$ cat config.mk
export PLATFORM = sky130hd
export DESIGN_NAME = writeback_arbiter
export DESIGN_NICKNAME = d
export VERILOG_FILES = /design/src/rtl/writeback_arbiter.sv
export SDC_FILE = /design/constraint.sdc
export NUM_CORES = 1
export LEC_CHECK = 0
export CELL_PAD_IN_SITES_DETAIL_PLACEMENT = 0
export CELL_PAD_IN_SITES_GLOBAL_PLACEMENT = 1
export CORE_ASPECT_RATIO = 2
export CORE_MARGIN = 5
export CORE_UTILIZATION = 37
export CTS_BUF_LIST = sky130_fd_sc_hd__clkbuf_4 sky130_fd_sc_hd__clkbuf_8
export CTS_CLUSTER_DIAMETER = 120
export DETAILED_ROUTE_END_ITERATION = 10
export GPL_TIMING_DRIVEN = 0
export PLACE_DENSITY_LB_ADDON = 0.25
export SYNTH_ARGS = -nofsm -noshare
export SYNTH_HDL_FRONTEND = slang
export SYNTH_SLANG_ARGS = --single-unit
$ cat constraint.sdc
create_clock -name clk -period 2.6 [get_ports clk]
set_input_delay 0.39 -clock clk [delete_from_list [all_inputs] [get_ports clk]]
set_output_delay 0.39 -clock clk [all_outputs]
set_load 0.005 [all_outputs]
$ cat src/rtl/writeback_arbiter.sv
// Writeback arbiter: merges load results and buffered ALU results
// into one registered register-file / PC write port.
module writeback_arbiter #(
    parameter int DEPTH = 2
) (
    input  logic        clk,
    input  logic        rst_n,
    input  logic        alu_valid,
    input  logic [3:0]  alu_rd,
    input  logic [31:0] alu_data,
    output logic        alu_ready,
    input  logic        mem_valid,
    input  logic [3:0]  mem_rd,
    input  logic [31:0] mem_data,
    output logic        rwboolean,
    output logic [3:0]  rwselector,
    output logic [31:0] rwdata,
    output logic        pc_write,
    output logic [31:0] pc_data,
    output logic [14:0] pending
);

    localparam int PW = $clog2(DEPTH);
    localparam int CW = $clog2(DEPTH + 1);

    logic [3:0]    fifo_rd   [DEPTH];
    logic [31:0]   fifo_data [DEPTH];
    logic [PW-1:0] wptr;
    logic [PW-1:0] rptr;
    logic [CW-1:0] count;

    logic          accept;
    logic          has_head;
    logic          issue;
    logic [3:0]    issue_rd;
    logic [31:0]   issue_data;
    logic          enq;
    logic          deq;

    assign alu_ready = (count < CW'(DEPTH));
    assign accept    = alu_valid && alu_ready;
    assign has_head  = (count != '0);

    // Loads always win; the bypass path only opens with an empty buffer
    // so ALU results can never overtake older buffered ones.
    always_comb begin
        issue      = 1'b0;
        issue_rd   = '0;
        issue_data = '0;
        deq        = 1'b0;
        if (mem_valid) begin
            issue      = 1'b1;
            issue_rd   = mem_rd;
            issue_data = mem_data;
        end else if (has_head) begin
            issue      = 1'b1;
            issue_rd   = fifo_rd[rptr];
            issue_data = fifo_data[rptr];
            deq        = 1'b1;
        end else if (accept) begin
            issue      = 1'b1;
            issue_rd   = alu_rd;
            issue_data = alu_data;
        end
        enq = accept && (mem_valid || has_head);
    end

    always_comb begin
        pending = '0;
        for (int i = 0; i < DEPTH; i++) begin
            if (CW'(i) < count) begin
                if (fifo_rd[rptr + PW'(i)] != 4'd15) begin
                    pending[fifo_rd[rptr + PW'(i)]] = 1'b1;
                end
            end
        end
    end

    always_ff @(posedge clk) begin
        if (enq) begin
            fifo_rd[wptr]   <= alu_rd;
            fifo_data[wptr] <= alu_data;
        end
    end

    always_ff @(posedge clk or negedge rst_n) begin
        if (!rst_n) begin
            wptr  <= '0;
            rptr  <= '0;
            count <= '0;
        end else begin
            if (enq) wptr <= wptr + PW'(1);
            if (deq) rptr <= rptr + PW'(1);
            count <= count + CW'(enq) - CW'(deq);
        end
    end

    always_ff @(posedge clk or negedge rst_n) begin
        if (!rst_n) begin
            rwboolean  <= 1'b0;
            rwselector <= '0;
            rwdata     <= '0;
            pc_write   <= 1'b0;
            pc_data    <= '0;
        end else begin
            rwboolean <= 1'b0;
            pc_write  <= 1'b0;
            if (issue) begin
                if (issue_rd == 4'd15) begin
                    pc_write <= 1'b1;
                    pc_data  <= issue_data;
                end else begin
                    rwboolean  <= 1'b1;
                    rwselector <= issue_rd;
                    rwdata     <= issue_data;
                end
            end
        end
    end

endmodule
==> metrics.txt <==
status=completed; io pins=162; clock-pin slew on the worst setup and hold paths=0.09 ns; vias in the first global route=5254; PD cells=1040 nW/um^2; initial antenna violation count=1; Final Util=52.1%; post-layout minimum cycle time=2.50 ns; commonest cells after routing, fill and taps aside=clkdlybuf4s50_1, dfrtp_1, edfxtp_1; synthesized cell area=6670 sq um; Post-synth EDFFs=72; I/O Buffers=161; fillers=1605; FMAX=400 MHz; hpwl dp=14100 um; multi-input logic area=2380 sq um; Synth area leaders=edfxtp_1, dfrtp_1, mux2i_1; Hold Path Class=input pin to async pin; first-pass GRT wire length=29500 um; FF-to-FF setup slack=0.16 ns; reg-to-reg endpoint=rwdata[12]; Num CTS Buffers=17; RSZ-0062 raised after global routing=yes; Leak=3.79 nW; Syn Inst Count=506; Slew headroom=54.8%; DIE WIDTH=105 um; Worst R2R Path Depth=9; Sw Pwr=3.16 mW; maximum clock path buffer count=2; Synth area leader=edfxtp_1; max incr delay on CP=0.37 ns; CP startpoint kind=flip-flop; final hold vios=0; setup violators final=0; initial drt markers=148; Yosys warnings=0; largest net degree at the start of global routing=54; Max FO, Critical Path=10; Crit-path slowest cell=dfrtp_1; share of the synthesized area in the top cell type=32.4%; Most used DFF post-synth=dfrtp_1; CTS tree=done; Routed WL=19200 um; combinational power share=44.3%; DIE AREA=21000 sq um; routed len/inst=20.6 um; P_int=6.46 mW; Seq/Total Area, Yosys=60.2%; Syn Nets=584; critical-path cell list=buf_6 > clkbuf_8 > mux2i_1 > nand2_1 > buf_4 > o22ai_1 > dlygate4sd2_1; hold_ws=0.408 ns; fin nets=782; crit path DAT=2.11 ns; Die Span Y=200 um; final slew viol count=0; FP Rows=69; DRC Markers=0; final non-filler cell total=931; Area Growth Syn to Fin=38.7%; Clk pwr share=18.8%; CP Class=flip-flop to output pin; GPL Wtd Cong=0.830; Reg area=4010 sq um; gr ovfl total=0; Initial Util=37.5%; Pre-antenna DRT Iters=4; total of max-cap violations=0; most common cell after layout, fill and taps aside=clkdlybuf4s50_1; synthesis-stage register bit count=146; Critical Path RT=2.21 ns; Max rail drop VDD=0.700 mV; Root Buffer=clkbuf_8; dpl cells=883; layout cell share with drive strength beyond 1=18.8%; core footprint=17800 sq um; clock skew=0.0158 ns; Final period util=96.1%; Yosys cell types=45; vias per inst=5.23; clk_lat worst skew=0.44 ns; DRT antenna net count=0; switch share=32.9%; Avg Cell Area, Syn=13.2 sq um; slew at the pin with the worst max-slew slack=0.675 ns; critical path endpoint category=output pin; Async S/R FF share, synth=50.7%; Sink Count=146; sequential cell fraction of total power=36.9%; Reg-to-Reg Start=rptr; H-tree depth=4; vias=4872; Total Routing Usage GR=18.2%
## worst max-delay path by stage
stage                                  end  slack, ns  cells past startpoint  startpoint
after floorplan            fifo_data[0][0]      -0.56                      4   alu_valid
after detailed placement   fifo_data[0][8]      -0.94                      6   alu_valid
after global routing            pending[5]      -0.02                      7        rptr
final                           pending[1]       0.10                      7        rptr
after CTS                       rwdata[12]       0.01                      8        rptr
after global placement    fifo_data[0][11]      -2.67                      5   alu_valid
## cells in the mapped netlist (all sizes together) (3+ instances only)
| cell type | n |
|---|---|
| a21oi | 35 |
| a311oi | 32 |
| a32oi | 3 |
| buf | 20 |
| clkbuf | 12 |
| dfrtp | 74 |
| edfxtp | 72 |
| inv | 41 |
| mux2 | 67 |
| mux2i | 36 |
| nand2 | 22 |
| nor2 | 42 |
| nor2b | 3 |
| o21ai | 4 |
| o22a | 3 |
| o22ai | 15 |
| xnor2 | 3 |
## stage by stage
stage               setup WS, ns  setup TNS [ns]  instance area (sq um)  power [mW]
floorplan                 -0.564          -40.62                   6670        5.61
global placement           -2.67         -330.82                   8550        7.49
detailed placement        -0.938          -91.31                   8650        7.65
CTS                       0.0121               0                   9180        9.66
global route             -0.0234         -0.0867                   9260        10.2
finish                     0.102               0                   9260        9.62
## per-layer routing
layer	share of wire, %	GRT usage (%)
met2	57	34.1
met4	2.0	5.97
met1	37	19.6
met5	0	0
met3	4.1	4.80
## worst max-delay path, delay by kind of cell, from the launching register on
kind | cells | cell delay (ns)
simple gates | 1 | 0.14
buf+inv | 4 | 0.76
compound gates | 1 | 0.16
mux | 1 | 0.25
flops | 1 | 0.37
## power by group through the flow
stage | registers (mW) | logic, mW | clock network (mW)
2_1_floorplan | 3.57 | 2.05 | 0
3_3_place_gp | 3.57 | 3.93 | 0
3_5_place_dp | 3.59 | 4.06 | 0
4_1_cts | 3.56 | 4.23 | 1.87
5_1_grt | 3.63 | 4.58 | 1.98
6_report | 3.55 | 4.26 | 1.81
## cells by family (layout without fill, tap and decap cells)
kind of cell | Yosys count | after routing | share of synthesized area, %
xor gates and xnor gates | 4 | 4 | 0.525
adders and majority gates | 2 | 2 | 0.375
other | 0 | 1 | 0
AOI/OAI and AO/OA | 104 | 104 | 11.5
buffers and inverters | 73 | 283 | 5.01
DFF | 146 | 146 | 60.2
muxes | 103 | 103 | 17.7
and+or+nand+nor | 74 | 75 | 4.74
## flip-flops by register name, summed over array words and instances (netlist names)
name / flops
wptr: 1
fifo_rd: 8
pc_data: 32
fifo_data: 64
pc_write: 1
rptr: 1
rwselector: 4
rwboolean: 1
count: 2
rwdata: 32
## final cells by class
| cell class | count | share of cell area, % |
|---|---|---|
| multi-input cells | 288 | 25.7 |
| repair buffers | 180 | 19.8 |
| clock inverters | 15 | 1.81 |
| inverters | 41 | 1.66 |
| flip-flops and latches | 146 | 43.4 |
| well taps | 213 | 2.88 |
| clock buffers | 17 | 2.53 |
| diodes | 1 | 0.0270 |
| plain buffers | 30 | 2.23 |
## what timing repair did
| item | 4_1_cts | 5_1_grt |
|---|---|---|
| buffers inserted | 9 | 6 |
| hold buffers | 1 | 0 |
| resized for setup | 35 | 2 |
| pin swaps | 5 | 2 |
| endpoints found under the hold margin | 21 | 0 |
| gates cloned | 1 | 0 |
| setup endpoints to repair | 97 | 37 |
(Power assumes the default switching activity.)
